$ cat src/rtl/s2mm_result_writer_if.sv
// s2mm_result_writer_if: groups the S2MM AXI-Stream slave channel and the
// result-BRAM port A write signals of s2mm_result_writer.
//   s_axis_tdata/tvalid/tlast  stream source -> writer
//   s_axis_tready              writer -> stream source
//   bram_addra/dina/ena/wea    writer -> BRAM port A
// Modports: slave  = the writer (consumes the stream, drives the BRAM port)
//           master = the environment (drives the stream, observes the BRAM port)
interface s2mm_result_writer_if #(
  parameter int unsigned DATA_W = 32,
  parameter int unsigned ADDR_W = 18
);
  logic [DATA_W-1:0] s_axis_tdata;
  logic              s_axis_tvalid;
  logic              s_axis_tlast;
  logic              s_axis_tready;
  logic [ADDR_W-1:0] bram_addra;
  logic [DATA_W-1:0] bram_dina;
  logic              bram_ena;
  logic              bram_wea;

  modport slave (
    input  s_axis_tdata, s_axis_tvalid, s_axis_tlast,
    output s_axis_tready,
    output bram_addra, bram_dina, bram_ena, bram_wea
  );

  modport master (
    output s_axis_tdata, s_axis_tvalid, s_axis_tlast,
    input  s_axis_tready,
    input  bram_addra, bram_dina, bram_ena, bram_wea
  );
endinterface

$ cat src/rtl/s2mm_result_writer.sv
// s2mm_result_writer: writes the post-softmax S2MM result stream into the
// result BRAM region starting at BASE_ADDR, one 32-bit word per beat
// ([31:16] class index, [15:0] Q4.12 probability). A frame is armed by a
// rising match of gpio_io_o[7:0] against START_CODE.
// Ports:
//   aclk, rst_n     clock (rising edge), asynchronous active-low reset
//   gpio_io_o       GPIO command word, bits [7:0] compared to START_CODE
//   bus (slave)     AXI-Stream input + BRAM port A write outputs
//   busy            frame in progress (RUN or DRAIN)
//   done            frame finished, held until the next arm
//   err_short       tlast arrived before FRAME_LEN beats
//   err_long        FRAME_LEN beats accepted without tlast
//   beat_cnt        beats written in the current or last frame
module s2mm_result_writer #(
  parameter int unsigned DATA_W     = 32,
  parameter int unsigned ADDR_W     = 18,
  parameter int unsigned BASE_ADDR  = 131072,
  parameter int unsigned FRAME_LEN  = 4800,
  parameter logic [7:0]  START_CODE = 8'hAA
) (
  input  logic                   aclk,
  input  logic                   rst_n,
  input  logic [31:0]            gpio_io_o,
  s2mm_result_writer_if.slave    bus,
  output logic                   busy,
  output logic                   done,
  output logic                   err_short,
  output logic                   err_long,
  output logic [ADDR_W-1:0]      beat_cnt
);

  localparam logic [ADDR_W-1:0] LP_BASE = ADDR_W'(BASE_ADDR);
  localparam logic [ADDR_W-1:0] LP_LAST = ADDR_W'(FRAME_LEN - 1);

  typedef enum logic [1:0] {S_IDLE, S_RUN, S_DRAIN, S_DONE} state_t;

  state_t              r_state;
  state_t              w_next;
  logic                r_prev_match;
  logic [ADDR_W-1:0]   r_cnt;
  logic [ADDR_W-1:0]   r_addr;
  logic [DATA_W-1:0]   r_din;
  logic                r_wen;
  logic                r_err_short;
  logic                r_err_long;

  logic                w_match;
  logic                w_arm;
  logic                w_tready;
  logic                w_beat;
  logic                w_write;
  logic                w_start;
  logic                w_unused_gpio;

  assign w_unused_gpio = ^gpio_io_o[31:8];

  // Arm only on the cycle the code first matches; holding it does not re-arm.
  assign w_match  = (gpio_io_o[7:0] == START_CODE);
  assign w_arm    = w_match && !r_prev_match;

  assign w_tready = (r_state == S_RUN) || (r_state == S_DRAIN);
  assign w_beat   = bus.s_axis_tvalid && w_tready;
  assign w_write  = w_beat && (r_state == S_RUN);
  assign w_start  = w_arm && ((r_state == S_IDLE) || (r_state == S_DONE));

  always_ff @(posedge aclk or negedge rst_n) begin
    if (!rst_n) begin
      r_state      <= S_IDLE;
      r_prev_match <= 1'b0;
    end else begin
      r_state      <= w_next;
      r_prev_match <= w_match;
    end
  end

  always_comb begin
    w_next = r_state;
    unique case (r_state)
      S_IDLE:  if (w_arm) w_next = S_RUN;
      S_RUN: begin
        if (w_beat) begin
          if (bus.s_axis_tlast)   w_next = S_DONE;
          else if (r_cnt == LP_LAST) w_next = S_DRAIN;
        end
      end
      S_DRAIN: if (w_beat && bus.s_axis_tlast) w_next = S_DONE;
      S_DONE:  if (w_arm) w_next = S_RUN;
      default: w_next = S_IDLE;
    endcase
  end

  // Write port registers: addr/din only update on an accepted RUN beat so
  // they hold their last values between pulses; DRAIN never writes, which
  // keeps the address inside the result region.
  always_ff @(posedge aclk or negedge rst_n) begin
    if (!rst_n) begin
      r_cnt       <= '0;
      r_addr      <= '0;
      r_din       <= '0;
      r_wen       <= 1'b0;
      r_err_short <= 1'b0;
      r_err_long  <= 1'b0;
    end else begin
      r_wen <= w_write;
      if (w_start) begin
        r_cnt       <= '0;
        r_err_short <= 1'b0;
        r_err_long  <= 1'b0;
      end else if (w_write) begin
        r_addr <= LP_BASE + r_cnt;
        r_din  <= bus.s_axis_tdata;
        r_cnt  <= r_cnt + 1'b1;
        if (bus.s_axis_tlast && (r_cnt != LP_LAST))
          r_err_short <= 1'b1;
        if (!bus.s_axis_tlast && (r_cnt == LP_LAST))
          r_err_long <= 1'b1;
      end
    end
  end

  assign bus.s_axis_tready = w_tready;
  assign bus.bram_addra    = r_addr;
  assign bus.bram_dina     = r_din;
  assign bus.bram_ena      = r_wen;
  assign bus.bram_wea      = r_wen;

  assign busy      = w_tready;
  assign done      = (r_state == S_DONE);
  assign err_short = r_err_short;
  assign err_long  = r_err_long;
  assign beat_cnt  = r_cnt;

endmodule

$ cat src/flat_wrapper.sv
// flat-port wrapper written by rule: the top's interface ports become plain ports
module s2mm_result_writer_flat 
#(
  parameter int unsigned DATA_W     = 32,
  parameter int unsigned ADDR_W     = 18,
  parameter int unsigned BASE_ADDR  = 131072,
  parameter int unsigned FRAME_LEN  = 4800,
  parameter logic [7:0]  START_CODE = 8'hAA
)
  (aclk, rst_n, gpio_io_o, busy, done, err_short, err_long, beat_cnt, bus_s_axis_tdata, bus_s_axis_tvalid, bus_s_axis_tlast, bus_s_axis_tready, bus_bram_addra, bus_bram_dina, bus_bram_ena, bus_bram_wea);
  s2mm_result_writer_if #(.DATA_W(DATA_W), .ADDR_W(ADDR_W)) bus_i ();
  input  logic aclk;
  input  logic rst_n;
  input  logic [31:0] gpio_io_o;
  output logic busy;
  output logic done;
  output logic err_short;
  output logic err_long;
  output logic [ADDR_W-1:0] beat_cnt;
  input wire logic [$bits(bus_i.s_axis_tdata)-1:0] bus_s_axis_tdata;
  input wire logic [$bits(bus_i.s_axis_tvalid)-1:0] bus_s_axis_tvalid;
  input wire logic [$bits(bus_i.s_axis_tlast)-1:0] bus_s_axis_tlast;
  output wire logic [$bits(bus_i.s_axis_tready)-1:0] bus_s_axis_tready;
  output wire logic [$bits(bus_i.bram_addra)-1:0] bus_bram_addra;
  output wire logic [$bits(bus_i.bram_dina)-1:0] bus_bram_dina;
  output wire logic [$bits(bus_i.bram_ena)-1:0] bus_bram_ena;
  output wire logic [$bits(bus_i.bram_wea)-1:0] bus_bram_wea;
  assign bus_i.s_axis_tdata = bus_s_axis_tdata;
  assign bus_i.s_axis_tvalid = bus_s_axis_tvalid;
  assign bus_i.s_axis_tlast = bus_s_axis_tlast;
  assign bus_s_axis_tready = bus_i.s_axis_tready;
  assign bus_bram_addra = bus_i.bram_addra;
  assign bus_bram_dina = bus_i.bram_dina;
  assign bus_bram_ena = bus_i.bram_ena;
  assign bus_bram_wea = bus_i.bram_wea;
  s2mm_result_writer #(.DATA_W(DATA_W), .ADDR_W(ADDR_W), .BASE_ADDR(BASE_ADDR), .FRAME_LEN(FRAME_LEN), .START_CODE(START_CODE)) u_core (.aclk(aclk), .rst_n(rst_n), .gpio_io_o(gpio_io_o), .bus(bus_i), .busy(busy), .done(done), .err_short(err_short), .err_long(err_long), .beat_cnt(beat_cnt));
endmodule
$ cat config.mk
export PLATFORM = sky130hd
export DESIGN_NAME = s2mm_result_writer_flat
export DESIGN_NICKNAME = d
export VERILOG_FILES = /design/src/rtl/s2mm_result_writer_if.sv /design/src/rtl/s2mm_result_writer.sv /design/src/flat_wrapper.sv
export SDC_FILE = /design/constraint.sdc
export NUM_CORES = 1
export LEC_CHECK = 0
export ABC_AREA = 1
export CORE_MARGIN = 2
export CORE_UTILIZATION = 46
export CTS_CLUSTER_SIZE = 8
export DETAILED_ROUTE_END_ITERATION = 6
export GPL_ROUTABILITY_DRIVEN = 0
export PLACE_DENSITY = 0.86
export SLEW_MARGIN = 10
export SYNTH_ARGS = -nofsm -noshare
export SYNTH_HDL_FRONTEND = slang
export SYNTH_SLANG_ARGS = --single-unit
$ cat constraint.sdc
create_clock -name aclk -period 3.29 [get_ports aclk]
set_input_delay 0.8225 -clock aclk [delete_from_list [all_inputs] [get_ports aclk]]
set_output_delay 0.8225 -clock aclk [all_outputs]
set_load 0.05 [all_outputs]
==> flow_summary.json, run 1 <==
{
  "regArea_sq_mm": 0.00185,
  "drive_gt1_share_pct": 6.53,
  "fill_cells": 589,
  "cts_setup_buffers": 0,
  "finalCoreUtilization_pct": 67.2,
  "fin_crit_sh_pct": 92.3,
  "setup.worst_path.end_class": "output pin",
  "crit_start": "u_core.r_state[0]$_DFFE_PN0P_",
  "period_needed_ns": 3.04,
  "crit_path_start_kind": "register",
  "ys_seq_area_share_pct": 54.5,
  "dieArea_sq_mm": 0.00809,
  "drt-total-wl_um": 8680,
  "grt_max_degree": 75,
  "p_total_mw": 4.97,
  "clock_tree.buffer_depth": 2,
  "num_rows": 31,
  "crit_type": "register to output pin",
  "grt_pass1_vias": 3089,
  "reg2reg_from": "u_core.r_state[0]$_DFFE_PN0P_",
  "slew_violations": 0,
  "synth_top_cell_by_area": "dfrtp_1",
  "routedWlPerCell_um": 13.7,
  "nets": 604,
  "worst_pin_slew_ns": 0.902,
  "synth_area_leaders": "dfrtp_1, nand2_1, inv_1",
  "p_leak_nw": 2.31,
  "cts_num_sinks": 74,
  "n_antenna_cell": 0,
  "skew_ns": 0.00532,
  "cp.required_ns": 2.47,
  "finalHoldViolations": 0,
  "cts_tree": "built",
  "cts_inserted_buffers": 9,
  "outcome": "complete, no violations",
  "ys_ff_latch": 74,
  "initialDrtViolationCount": 127,
  "synth.top_cell.area_share_pct": 54.5,
  "synth_warnings": 0,
  "netlist_instances": 416,
  "rr_endpoint": "u_core.bus.bram_dina[19]$_DFFE_PN0P_",
  "cts.clk_slew.worst_paths_ns": 0.07,
  "async_reset_ff_share_pct": 100,
  "synth_edf_count": 0,
  "antenna_found_initial": 0,
  "port_buffers": 118,
  "cp_max_fo": 5,
  "io_pins": 143,
  "route.detailed.drc": 0,
  "multiInputGateArea_sq_mm": 0.00133,
  "yosys.cell_types.count": 26,
  "grt-ovfl-total": 0,
  "fp.dieH_um": 89.9,
  "htree_levels": 3,
  "die_x_um": 89.9,
  "grt_pass1_wl_um": 14800,
  "synth_nets": 489,
  "rsz0062_at_grt": "no",
  "netlist_top_cells_count": "nand2_1, dfrtp_1, inv_1",
  "cts_resized": 0,
  "hp-start": "u_core.bus.bram_dina[12]$_DFFE_PN0P_",
  "area_growth_pct": 42.8,
  "cap_violations": 0,
  "dpl.hpwl_um": 6400,
  "yosysMostFrequentCell": "nand2_1",
  "synth_flop_cell": "dfrtp_1",
  "r2r_cells": 8,
  "setup_viol": 0,
  "p_per_area_mw_per_mm2": 1020,
  "timing.hold.ws_ns": 0.478,
  "ir_worst_vdd_mv": 0.507,
  "initial_core_util_pct": 47.1,
  "num_vias": 3106,
  "core-area_sq_mm": 0.00721,
  "clockRootBuffer": "clkbuf_8",
  "first_pass_iters": 4,
  "antenna_violating_nets_post_route": 0,
  "r2r_slack_ns": 0.96,
  "slew_headroom_pct": 39.8,
  "syn_area_sq_mm": 0.00340,
  "hold_path_end": "u_core.bus.bram_dina[12]$_DFFE_PN0P_",
  "hold_buffers": 0,
  "worstPathArrival_ns": 2.21,
  "tns_ns": 0,
  "fmax_mhz": 329,
  "grtUsageTotal_pct": 22.6,
  "syn_avg_cell_area_sq_um": 8.16,
  "min_path_type": "register to register",
  "vias_per_cell": 4.89,
  "clock_latency_ns": 0.34,
  "holdPathStages": 2
}
==> sequential cells by signal, summed over array words and instances (netlist names) <==
name                   flops
u_core.err_short           1
u_core.r_state             2
u_core.err_long            1
u_core.bus.bram_addra     18
u_core.bus.bram_ena        1
u_core.bus.bram_dina      32
u_core.r_prev_match        1
u_core.beat_cnt           18
==> logic make-up after synthesis <==
logic type,Yosys count,synth area share [%]
AOI/OAI and AO/OA,34,5.12
xor gates and xnor gates,1,0.258
adders and majority gates,5,1.84
buffers and inverters,50,6.41
DFF,74,54.5
and+or+nand+nor,252,31.8
==> power by group <==
| group | total, mW | internal [mW] | switching [mW] | leakage [nW] |
|---|---|---|---|---|
| Combinational | 2.73 | 0.844 | 1.89 | 1.26 |
| Clock | 0.784 | 0.449 | 0.335 | 0.109 |
| Sequential | 1.45 | 1.23 | 0.226 | 0.934 |
| Total | 4.97 | 2.52 | 2.45 | 2.31 |
==> cell usage in the layout (no fill, tap or decap), types with 4 or more instances in the layout <==
master	instances
inv_1	31
dfrtp_1	74
nor3_1	8
nand3_1	17
ha_1	5
o21ai_1	9
nor2_4	4
nand4_1	7
clkdlybuf4s50_1	117
a21oi_1	10
o21ai_0	13
nand2_1	175
nor2_1	29
clkbuf_8	10
==> metrics by stage <==
stage	instances	area, sq um	setup WS, ns
6_report	635	4850	0.253
5_1_grt	635	4850	0.142
3_5_place_dp	619	4620	0.494
4_1_cts	635	4850	0.230
3_3_place_gp	619	4620	0.588
2_1_floorplan	416	3400	0.972
==> how the worst max path moves through the flow <==
| stage | to | slack, ns | cells after the start |
|---|---|---|---|
| floorplan | busy | 0.97 | 4 |
| global placement | u_core.bus.bram_dina[28]$_DFFE_PN0P_ | 0.59 | 8 |
| detailed placement | u_core.bus.bram_dina[19]$_DFFE_PN0P_ | 0.49 | 8 |
| CTS | busy | 0.23 | 4 |
| global route | busy | 0.14 | 4 |
| finish | busy | 0.25 | 4 |
==> routing by layer <==
layer | vias up | wire [um] | track usage (%)
li1 | 1529 | - | -
met1 | 1452 | 3810 | 28.9
met2 | 111 | 4230 | 38.1
met3 | 14 | 499 | 5.03
met4 | 0 | 128 | 8.08
met5 | - | 0 | 0
==> area by class of cell <==
type / instances / area share, %
clock buffer: 10 / 2.84
clock inverter: 6 / 1.83
inverter: 34 / 2.63
multi-input combinational: 292 / 27.3
sequential: 74 / 38.2
tap: 99 / 2.55
timing repair buffer: 120 / 24.6
==> critical path: stages (launching register included) <==
cell and delay (ns):
dfrtp_1 0.43, inv_1 0.07, ha_1 0.37, inv_1 0.18, clkdlybuf4s50_1 0.83
Power figures use the tool's default switching activity.
==> run 2, diff against run 1 <==
- ABC_CLOCK_PERIOD_IN_PS: default -> 3290
- CORE_ASPECT_RATIO: default -> 1.4
- SLEW_MARGIN: 10 -> 25
==> run 2 against run 1 <==
- sequential power about the same
- largest power group unchanged
- worst setup slack worse by 0.037 ns
- largest cell class unchanged
- utilization down 0.41 points
- total power up 0.48%
- routed wire length up 0.80%
- clock power up 1%
- register-to-register slack better by 0.10 ns
- count of clock-buffer cells in the layout unchanged
- fmax down 1.2%
- worst hold slack better by 0.0022 ns
==> flow_summary.json, run 2 (same netlist as run 1, synthesis figures left out) <==
{
  "place_ws_ns": 0.574,
  "fin_crit_sh_pct": 93.5,
  "cp.required_ns": 2.47,
  "period_needed_ns": 3.07,
  "area_growth_pct": 43.0,
  "busiest_layer": "met2",
  "p_leak_nw": 2.32,
  "clock_tree.buffer_depth": 2,
  "io_pins": 143,
  "drive_gt1_share_pct": 6.70,
  "fp.dieH_um": 106,
  "htree_levels": 3,
  "ir_worst_vdd_mv": 0.766,
  "grtUsageMet1_pct": 26.5,
  "slew_headroom_pct": 37.7,
  "worstPathArrival_ns": 2.25,
  "finalCoreUtilization_pct": 66.8,
  "rsz0062_at_grt": "no",
  "cts_resized": 0,
  "num_rows": 37,
  "route.detailed.drc": 0,
  "cts_inserted_buffers": 9,
  "antenna_found_initial": 0,
  "drt-total-wl_um": 8740,
  "critical-path-top-delay-family": "buffers and inverters",
  "die_x_um": 76.6,
  "fmax_mhz": 325,
  "placedCellCount": 618,
  "grtUsageTotal_pct": 22.6,
  "use_met2_pct": 39.4,
  "cap_violations": 0,
  "crit_type": "register to output pin",
  "cp_num_buf_inv": 3,
  "finalNonFillerCells": 634,
  "swShare_pct": 49.4,
  "worst_pin_slew_ns": 0.935,
  "skew_ns": 0.0146,
  "p_total_mw": 4.99,
  "min_path_type": "register to register",
  "cp_max_fo": 5,
  "port_buffers": 118,
  "nets": 605,
  "cpMostUsedCell": "inv_1",
  "grt_pass1_wl_um": 14700,
  "design_area_sq_mm": 0.00486,
  "cp_slowest_cell": "clkdlybuf4s50_1",
  "n_antenna_cell": 0,
  "final_common_cell": "nand2_1",
  "cts.clk_slew.worst_paths_ns": 0.08,
  "most-common-layout-cells": "nand2_1, clkdlybuf4s50_1, dfrtp_1",
  "use_met3_pct": 5.14,
  "grt-ovfl-total": 0,
  "finalWorstSetupSlack_ns": 0.215,
  "vias_per_cell": 5.01,
  "intPower_mw": 2.53,
  "clock_latency_ns": 0.34,
  "tns_ns": 0,
  "slew_violations": 0,
  "clockRootBuffer": "clkbuf_8",
  "setup.worst_path.end_class": "output pin",
  "clkPwrFrac_pct": 15.9,
  "outcome": "complete, no violations",
  "pwr-share-seq_pct": 29.1,
  "cts_setup_buffers": 0,
  "setup_viol": 0,
  "finalHoldViolations": 0,
  "grt_pass1_vias": 3219,
  "dpl.hpwl_um": 6360,
  "antenna_violating_nets_post_route": 0,
  "p_comb_share_pct": 54.9,
  "initialDrtViolationCount": 255,
  "cp_cell_sequence": "inv_1 > ha_1 > inv_1 > clkdlybuf4s50_1",
  "crit_path_start_kind": "register",
  "slowest_delay_ns": 0.85,
  "placed_cell_area_sq_mm": 0.00463,
  "cts_num_sinks": 74,
  "initial_core_util_pct": 46.7,
  "core-area_sq_mm": 0.00727,
  "p_switching_mw": 2.47,
  "num_vias": 3179,
  "p_per_area_mw_per_mm2": 1030,
  "first_pass_iters": 4,
  "cts_tree": "built",
  "fill_cells": 608,
  "routedWlPerCell_um": 13.8,
  "dieArea_sq_mm": 0.00810,
  "timing.hold.ws_ns": 0.480,
  "hold_buffers": 0,
  "grt_max_degree": 75,
  "largest_reg_flops": 32
}
## run 2: cell types whose count changed in the layout (fill, tap and decap cells not counted)
cell / change
buf_4: +1
clkinv_4: +2
clkinvlp_4: -1
inv_6: -1
## run 2: area by class of cell
| cell class | instances | area (sq um) | area share, % |
|---|---|---|---|
| inverters | 34 | 128 | 2.63 |
| clock inverters | 6 | 90.1 | 1.86 |
| clock buffers | 10 | 138 | 2.83 |
| flip-flops and latches | 74 | 1850 | 38.1 |
| repair buffers | 121 | 1200 | 24.7 |
| multi-input cells | 292 | 1330 | 27.3 |
| well taps | 97 | 121 | 2.50 |
## run 2: path summary, 6_finish.rpt
path | to | slack (ns) | cells after the start | start
max in group asynchronous | u_core.beat_cnt[2]$_DFFE_PN0P_ | 2.06 | 1 | rst_n
setup reg to reg | u_core.bus.bram_dina[19]$_DFFE_PN0P_ | 1.06 | 8 | u_core.r_state[0]$_DFFE_PN0P_
hold / removal | u_core.bus.bram_addra[0]$_DFFE_PN0P_ | 0.48 | 2 | u_core.bus.bram_addra[0]$_DFFE_PN0P_
hold reg to reg | u_core.bus.bram_addra[0]$_DFFE_PN0P_ | 0.48 | 2 | u_core.bus.bram_addra[0]$_DFFE_PN0P_
setup / recovery | bus_s_axis_tready | 0.22 | 4 | u_core.r_state[0]$_DFFE_PN0P_
min in group asynchronous | u_core.bus.bram_dina[10]$_DFFE_PN0P_ | 0.59 | 1 | rst_n
## run 2: worst reg2reg max path: stages, from the launching register on
cell	delay [ns]
dfrtp_1	0.44
inv_1	0.07
ha_1	0.37
nor2_4	0.17
nand2_4	0.16
inv_2	0.48
buf_4	0.34
nand2_1	0.08
nand2_1	0.06
## run 2: routing by layer
layer	share of wire, %	wire length (um)	up-vias
li1	-	-	1526
met1	39	3420	1503
met2	53	4590	127
met3	5.4	476	23
met4	2.9	253	0
met5	0	0	-
## run 2: power groups by stage
stage | Combinational [mW] | Clock (mW) | Sequential, mW
floorplan | 0.817 | 0 | 2.49
detailed placement | 2.75 | 0 | 1.47
finish | 2.74 | 0.795 | 1.45
global route | 2.92 | 0.845 | 1.50
global placement | 2.69 | 0 | 1.45
CTS | 2.77 | 0.810 | 1.45
==> run 3, diff against run 2 <==
- ABC_AREA: 1 -> 0
- CORE_UTILIZATION: 46 -> 45
==> run 3 against run 2 <==
- count of clock-buffer cells in the layout did not move
- critical path type unchanged
- largest cell class unchanged
- clock skew fell by 0.0030 ns
- via count fell by 16%
- clock power fell by 13%
- non-clock buffer count rose by 2
- worst setup slack improved by 0.043 ns
- sequential cell count did not move
- largest power group unchanged
- combinational power fell by 20%
==> flow_summary.json, run 3 <==
{
  "outcome": "complete, no violations",
  "worst_pin_slew_ns": 0.907,
  "die_x_um": 74.4,
  "synth_nets": 407,
  "slew_headroom_pct": 39.5,
  "finalCoreUtilization_pct": 69.1,
  "cp.required_ns": 2.47,
  "first_pass_iters": 4,
  "ir_worst_vdd_mv": 0.580,
  "setup_viol": 0,
  "ys_seq_area_share_pct": 59.4,
  "crit_path_start_kind": "register",
  "synth_warnings": 0,
  "ys_ff_latch": 74,
  "cts_num_sinks": 74,
  "critical-path-top-delay-family": "buffers and inverters",
  "num_vias": 2672,
  "routedWlPerCell_um": 13.2,
  "slew_violations": 0,
  "cp_slowest_cell": "clkdlybuf4s50_1",
  "crit_type": "register to output pin",
  "multiInputGateArea_sq_mm": 0.00119,
  "grt-ovfl-total": 0,
  "area_growth_pct": 47.5,
  "cts_inserted_buffers": 9,
  "fmax_mhz": 330,
  "slowest_delay_ns": 0.84,
  "p_leak_nw": 2.20,
  "cap_violations": 0,
  "clock_latency_ns": 0.35,
  "yosysMostFrequentCell": "nand2_1",
  "finalHoldViolations": 0,
  "cpMostUsedCell": "inv_1",
  "tns_ns": 0,
  "grtUsageTotal_pct": 20.8,
  "clock_tree.buffer_depth": 2,
  "netlist_instances": 334,
  "grt_pass1_vias": 2641,
  "n_antenna_cell": 0,
  "dpl.hpwl_um": 5310,
  "syn_area_sq_mm": 0.00312,
  "initialDrtViolationCount": 155,
  "use_met2_pct": 35.1,
  "most-common-layout-cells": "nand2_1, clkdlybuf4s50_1, dfrtp_1",
  "core-area_sq_mm": 0.00666,
  "cts.clk_slew.worst_paths_ns": 0.07,
  "async_reset_ff_share_pct": 100,
  "cp_num_buf_inv": 3,
  "initial_core_util_pct": 46.8,
  "drive_gt1_share_pct": 5.90,
  "antenna_found_initial": 0,
  "worstPathArrival_ns": 2.21,
  "cp_max_fo": 6,
  "vias_per_cell": 4.86,
  "p_per_area_mw_per_mm2": 912,
  "cts_setup_buffers": 0,
  "cp_cell_sequence": "inv_1 > ha_1 > inv_1 > clkdlybuf4s50_1",
  "period_needed_ns": 3.03,
  "fp.dieH_um": 102,
  "synth_area_leaders": "dfrtp_1, nand2_1, xor2_1",
  "netlist_top_cells_count": "nand2_1, dfrtp_1, nor2_1",
  "grtUsageMet1_pct": 24.0,
  "num_rows": 35,
  "fill_cells": 559,
  "clockRootBuffer": "clkbuf_8",
  "grt_pass1_wl_um": 12000,
  "fin_crit_sh_pct": 92.1,
  "nets": 526,
  "hold_buffers": 0,
  "drt-total-wl_um": 7280,
  "cts_tree": "built",
  "setup.worst_path.end_class": "output pin",
  "largest_reg_flops": 32,
  "use_met3_pct": 6.94,
  "synth.top_cell.area_share_pct": 59.4,
  "rsz0062_at_grt": "no",
  "synth_flop_cell": "dfrtp_1",
  "busiest_layer": "met2",
  "route.detailed.drc": 0,
  "final_common_cell": "nand2_1",
  "synth_top_cell_by_area": "dfrtp_1",
  "htree_levels": 3,
  "skew_ns": 0.0116,
  "grt_max_degree": 75,
  "synth_edf_count": 0,
  "regArea_sq_mm": 0.00185,
  "min_path_type": "register to register",
  "cts_resized": 0,
  "yosys.cell_types.count": 34,
  "antenna_violating_nets_post_route": 0,
  "syn_avg_cell_area_sq_um": 9.34,
  "dieArea_sq_mm": 0.00762,
  "io_pins": 143,
  "timing.hold.ws_ns": 0.475,
  "port_buffers": 118
}
[run 3: routing by layer]
| layer | vias up | wire, um |
|---|---|---|
| met4 | 0 | 99 |
| met2 | 84 | 3900 |
| met3 | 9 | 483 |
| li1 | 1302 | - |
| met5 | - | 0 |
| met1 | 1277 | 2800 |
[run 3: path summary, 6_finish.rpt]
kind | from | end | slack (ns) | cells past startpoint
worst min-delay path | u_core.bus.bram_dina[2]$_DFFE_PN0P_ | u_core.bus.bram_dina[2]$_DFFE_PN0P_ | 0.48 | 2
worst min register to register | u_core.bus.bram_dina[2]$_DFFE_PN0P_ | u_core.bus.bram_dina[2]$_DFFE_PN0P_ | 0.48 | 2
worst max register to register | u_core.r_state[0]$_DFFE_PN0P_ | u_core.err_short$_DFFE_PN0P_ | 1.00 | 7
min in group asynchronous | rst_n | u_core.bus.bram_addra[9]$_DFFE_PN0P_ | 0.60 | 1
max in group asynchronous | rst_n | u_core.bus.bram_dina[14]$_DFFE_PN0P_ | 2.10 | 1
worst max-delay path | u_core.r_state[0]$_DFFE_PN0P_ | busy | 0.26 | 4
[run 3: where the power goes]
group          leakage, nW  internal, mW  switching (mW)
logic                 1.14         0.711            1.47
clock network       0.0925         0.352           0.344
registers            0.967          1.16           0.154
[run 3: area by class of cell]
| cell class | instances | area share, % |
|---|---|---|
| Clock inverter | 6 | 1.47 |
| Multi-Input combinational cell | 240 | 25.9 |
| Inverter | 5 | 0.408 |
| Clock buffer | 10 | 2.78 |
| Timing Repair Buffer | 123 | 26.7 |
| Tap cell | 92 | 2.50 |
| Sequential cell | 74 | 40.3 |
[run 3: worst reg2reg max path: stages (launching register included)]
cell	delay, ns
dfrtp_1	0.40
inv_1	0.08
ha_1	0.34
nand3b_4	0.33
clkinv_1	0.42
buf_4	0.35
a31oi_1	0.19
nor2_1	0.06
[run 3: per-stage QoR]
stage                     setup slack (ns)  instance area (sq um)  cells  power, mW
after detailed placement             0.494                   4400    534       3.53
after global routing                 0.152                   4600    550       4.43
final                                0.259                   4600    550       4.20
after global placement               0.549                   4400    534       3.48
after floorplan                       1.04                   3120    334       2.78
after CTS                            0.242                   4600    550       4.23
[run 3: logic make-up (layout without fill, tap and decap cells)]
| group | Yosys count | after routing | share of synthesized area (%) |
|---|---|---|---|
| AOI/OAI and AO/OA | 13 | 13 | 2.49 |
| xor gates and xnor gates | 15 | 15 | 4.21 |
| and+or+nand+nor | 206 | 206 | 28.9 |
| buffers and inverters | 20 | 144 | 2.69 |
| adders and majority gates | 5 | 5 | 2.01 |
| DFF | 74 | 74 | 59.4 |
| muxes | 1 | 1 | 0.321 |
